## config.mk

```make
export PLATFORM = sky130hd
export DESIGN_NAME = sync_fifo
export DESIGN_NICKNAME = d
export VERILOG_FILES = /design/src/rtl/fifo_pkg.sv /design/src/rtl/fifo_ram.sv /design/src/rtl/sync_fifo.sv
export SDC_FILE = /design/constraint.sdc
export NUM_CORES = 1
export LEC_CHECK = 0
export CAP_MARGIN = 25
export CORE_MARGIN = 4
export CORE_UTILIZATION = 55
export CTS_CLUSTER_SIZE = 8
export DETAILED_ROUTE_END_ITERATION = 6
export PLACE_DENSITY_LB_ADDON = 0.2
export SLEW_MARGIN = 25
export SYNTH_ARGS = -nofsm -noshare
export SYNTH_HDL_FRONTEND = slang
export SYNTH_SLANG_ARGS = --single-unit
```

## constraint.sdc

```tcl
create_clock -name clk -period 2.91 [get_ports clk]
set_input_delay 0.4365 -clock clk [delete_from_list [all_inputs] [get_ports clk]]
set_output_delay 0.4365 -clock clk [all_outputs]
set_load 0.005 [all_outputs]
```

## src/rtl/fifo_pkg.sv

```systemverilog
// Shared defaults and helpers for the synchronous FIFO.
// Width, depth and almost-full threshold live here.
package fifo_pkg;

   localparam int DATA_W_DEF   = 4;
   localparam int ADDR_W_DEF   = 3;
   localparam int AFULL_TH_DEF = 6;

   function automatic int fifo_depth(input int addr_w);
      return 1 << addr_w;
   endfunction

endpackage

```

## src/rtl/fifo_ram.sv

```systemverilog
// Simple dual-port array: synchronous write, asynchronous read.
// Contents are intentionally not reset.
module fifo_ram
   import fifo_pkg::*;
#(
   parameter int DATA_W = DATA_W_DEF,
   parameter int ADDR_W = ADDR_W_DEF
) (
   input  logic              clk,
   input  logic              we,
   input  logic [ADDR_W-1:0] wr_addr,
   input  logic [DATA_W-1:0] wr_data,
   input  logic [ADDR_W-1:0] rd_addr,
   output logic [DATA_W-1:0] rd_data
);

   localparam int DEPTH = fifo_depth(ADDR_W);

   logic [DATA_W-1:0] r_mem [DEPTH];

   // Write port: store the word on a clock edge when enabled.
   always_ff @(posedge clk) begin
      if (we) r_mem[wr_addr] <= wr_data;
   end

   assign rd_data = r_mem[rd_addr];

endmodule

```

## src/rtl/sync_fifo.sv

```systemverilog
// First-word-fall-through FIFO with ready/valid on both sides.
// Flags decode from the pointers and the sticky overflow bit.
module sync_fifo
   import fifo_pkg::*;
#(
   parameter int DATA_W   = DATA_W_DEF,
   parameter int ADDR_W   = ADDR_W_DEF,
   parameter int AFULL_TH = AFULL_TH_DEF
) (
   input  logic              clk,
   input  logic              rst_n,
   input  logic              wr_valid,
   output logic              wr_ready,
   input  logic [DATA_W-1:0] wr_data,
   output logic              rd_valid,
   input  logic              rd_ready,
   output logic [DATA_W-1:0] rd_data,
   output logic [ADDR_W:0]   count,
   output logic              almost_full,
   output logic              overflow
);

   localparam logic [ADDR_W:0] LP_ONE = 1;
   localparam logic [ADDR_W:0] LP_ATH = AFULL_TH[ADDR_W:0];

   logic [ADDR_W:0] r_wr_ptr;
   logic [ADDR_W:0] r_rd_ptr;
   logic            r_ovf;

   logic            w_full;
   logic            w_empty;
   logic            w_push;
   logic            w_pop;
   logic [ADDR_W:0] w_count;

   // Full when the low bits match but the wrap bits differ.
   assign w_empty = (r_wr_ptr == r_rd_ptr);
   assign w_full  = (r_wr_ptr[ADDR_W-1:0] == r_rd_ptr[ADDR_W-1:0]) &&
                    (r_wr_ptr[ADDR_W] != r_rd_ptr[ADDR_W]);

   // A push never leans on a same-cycle pop to make room.
   assign w_push  = wr_valid && !w_full;
   assign w_pop   = rd_ready && !w_empty;
   assign w_count = r_wr_ptr - r_rd_ptr;

   // Pointer and sticky-overflow state.
   always_ff @(posedge clk or negedge rst_n) begin
      if (!rst_n) begin
         r_wr_ptr <= '0;
         r_rd_ptr <= '0;
         r_ovf    <= 1'b0;
      end else begin
         if (w_push) r_wr_ptr <= r_wr_ptr + LP_ONE;
         if (w_pop)  r_rd_ptr <= r_rd_ptr + LP_ONE;
         if (wr_valid && w_full) r_ovf <= 1'b1;
      end
   end

   fifo_ram #(
      .DATA_W (DATA_W),
      .ADDR_W (ADDR_W)
   ) u_ram (
      .clk     (clk),
      .we      (w_push),
      .wr_addr (r_wr_ptr[ADDR_W-1:0]),
      .wr_data (wr_data),
      .rd_addr (r_rd_ptr[ADDR_W-1:0]),
      .rd_data (rd_data)
   );

   assign wr_ready    = !w_full;
   assign rd_valid    = !w_empty;
   assign count       = w_count;
   assign almost_full = (w_count >= LP_ATH);
   assign overflow    = r_ovf;

endmodule

```

==> impl_results.md <==
* Status: finished, final reports clean
* Crit. End Element: output pin
* Largest net degree at the start of global routing at 14
* CTS Buf Count at 5
* Post-DP HPWL at 2370 um
* ANT nets after route at 0
* Synth top cells by count: 32 x edfxtp_1, 17 x nand2_1, 9 x dfrtp_1, 8 x mux4_2, 6 x inv_1
* Input/output buffers at 19
* H-tree depth at 2
* Layout cell share with drive strength beyond 1 at 0.211
* Post-Syn Area at about 1800 um^2
* Total setup buffers inserted after CTS at 0
* Relative slew slack at 0.607
* YS warnings at 0
* Critical path's largest stage delay at roughly 0.52 ns
* Routed length per instance at 16.7 um
* Layout Skew at 0.0113 ns
* Nets at 160
* Root Driver: clkbuf_4
* Fillers at 232
* Starting Density at 0.585
* Avg Inst Size Synth at 15.5 um^2
* Die ar. at 4320 um^2
* Worst EP arrival at 2.36 ns
* Latest clock arrival within the worst-skew pair at 0.35 ns
* Critical-path top delay cell: clkdlybuf4s50_1
* Clock Path Buffers at 2
* Tcrit/Tclk final at 0.959
* Layout area overhead at 18.5%
* GRT met1 Usage at 0.229
* CTS Sinks at between 40 and 50
* Syn_nets at 132
* GR Util met3 at 0.0462
* Leakage at 0.000800 uW
* Final hold viol count at 0
* Initial antenna violation count at 0
* Type of the worst setup path: reg -> out
* Final setup vio count at 0
* Sequential share of the synthesized area at 0.648
* Most common flop cell mapped by yosys: edfxtp_1
* MaxCap Viol Count at 0
* Reg2reg setup slack at 0.71 ns
* GRT met2 Usage at 0.268
* P per Cell Area at between 1000 and 1500 nW/um^2
* Top cell type's share of synthesized area at 0.525
* Vias at 1026
* WL final at 3190 um
* Clock transition at the registers of the reported paths at 0.12 ns
* Die width at 65.7 um
* Post-synth EDFFs at 32
* Vias in the first global route at 1043
* Total Routing Usage GR at 0.173
* Top cell type by total area after synthesis: edfxtp_1
* Global-route wire length before repair at ~5200 um
* Area contributors post-synth: edfxtp_1 52%, dfrtp_1 12%, mux4_2 9.8%, nand2_1 3.5%, ha_1 3.4%
* DP Worst Slack at 0.417 ns
* Post-layout minimum cycle time at 2.79 ns
* Crit Path Max Fanout at 7
* Num rows at 20
* Async SR Flop Fraction at 0.220
* ANT cells at 0
* Gpl congestion at 0.778
* Number of vias per cell at 5.37
* Core Region at 3130 um^2
* CP Cell Sequence: inv_1 -> ha_1 -> fa_1 -> xnor2_2 -> nand2_1 -> o21ai_0 -> clkdlybuf4s50_1
* CTS tree: built
* Post-Syn Instances at 118
* Remaining DRCs at 0
* Post-DP Area at 2100 um^2
* Crit path launch type: flop
* Max-slew violations at 0
* Worst Max-Slew Pin Slew at just under 0.6 ns
* Hold crit path type: in -> async
* Synth cell types at 29
* Die Y at 65.7 um
* Starting DRT DRC Count at 63
* WHS at 0.380 ns
* Fmax at 358 MHz
* Worst VDD drop at 855 uV
* WP data required at 2.47 ns
* First-pass iteration count of the detailed router at 4
* Top-count cell post-synth: edfxtp_1
* Final worst slack at 0.118 ns
* Grt peak-use layer: met2
* Final setup TNS at 0 ns
* Final Cell Area at about 2200 um^2
* Number of synthesized register bits at 41
* GRT overflow at 0
* IO Pins at 20
placed cells by master (no fill, tap or decap), drive strengths merged:
cell	netlist	layout
a21oi	4	4
a31o	1	1
and3	2	2
buf	1	6
clkbuf	3	5
clkdlybuf4s50	0	19
clkinv	0	3
dfrtp	9	9
edfxtp	32	32
fa	1	1
ha	5	5
inv	6	6
mux2	2	2
mux4	8	8
nand2	17	17
nand3	1	1
nand3b	1	1
nand4	2	2
nor2	3	3
nor3	3	3
nor4	2	2
o211ai	3	3
o21ai	3	3
xnor2	6	6
xor2	3	3
final timing paths:
check,depth (start not counted),end,startpoint
max,7,almost_full,r_wr_ptr[0]
min,1,r_rd_ptr[1],rst_n
max reg2reg,5,u_ram.r_mem[4][1],r_rd_ptr[2]
min reg2reg,1,overflow,overflow
max in group asynchronous,1,r_wr_ptr[0],rst_n
min in group clk,1,overflow,overflow
registers in the layout, summed over array words and instances (netlist names):
| register | flops |
|---|---|
| overflow | 1 |
| u_ram.r_mem | 32 |
| r_wr_ptr | 4 |
| r_rd_ptr | 4 |
through the flow:
step / std cells / util / power (uW)
2_1_floorplan: 118 / - / 1640
3_3_place_gp: 183 / 0.673 / 2180
3_5_place_dp: 183 / 0.673 / 2210
4_1_cts: 191 / 0.690 / 2490
5_1_grt: 191 / 0.694 / 2670
6_report: 191 / 0.694 / 2500
layer usage:
metal  routed length (um)  share of wire  vias to the layer above
li1                     -              -                      502
met1                 1440           0.45                      497
met2                 1570           0.49                       24
met3                  149          0.047                        3
met4                   31         0.0097                        0
met5                    0              0                        -
logic make-up (layout without fill, tap and decap cells):
kind of cell,count (synthesis),in the layout,synth area share
AND/OR/NAND/NOR,31,31,0.0772
buffers and inverters,10,39,0.0212
adder cells (fa/ha/maj),6,6,0.0451
XOR/XNOR,9,9,0.0513
flip-flops,41,41,0.648
multiplexers,10,10,0.113
AO/OA/AOI/OAI,11,11,0.0444
power breakdown:
part | internal (uW) | total (uW) | switching [uW]
clock | 91.6 | 275 | 183
sequential | 775 | 896 | 120
combinational | 721 | 1330 | 608
critical path, delay by kind of cell (launching register included):
family / cells / cell delay (ns)
XOR/XNOR: 1 / 0.18
AO/OA/AOI/OAI: 1 / 0.07
buffers and inverters: 2 / 0.61
AND/OR/NAND/NOR: 1 / 0.07
flip-flops: 1 / 0.44
adder cells (fa/ha/maj): 2 / 0.64
final cells by class:
cell class / count / area, um^2 / area share
clock inverters: 3 / 17.5 / 0.00807
repair buffers: 25 / 235 / 0.108
well taps: 44 / 55.1 / 0.0254
inverters: 6 / 22.5 / 0.0104
flip-flops and latches: 41 / 1190 / 0.548
multi-input cells: 67 / 613 / 0.283
clock buffers: 5 / 37.5 / 0.0173
what timing repair did:
item | in CTS | in global routing
resized for setup | 0 | 3
hold endpoints to repair | 0 | 0
hold buffers | 0 | 0
endpoints found under the setup margin | 0 | 2
No activity file was read; power rests on OpenSTA's default activity.
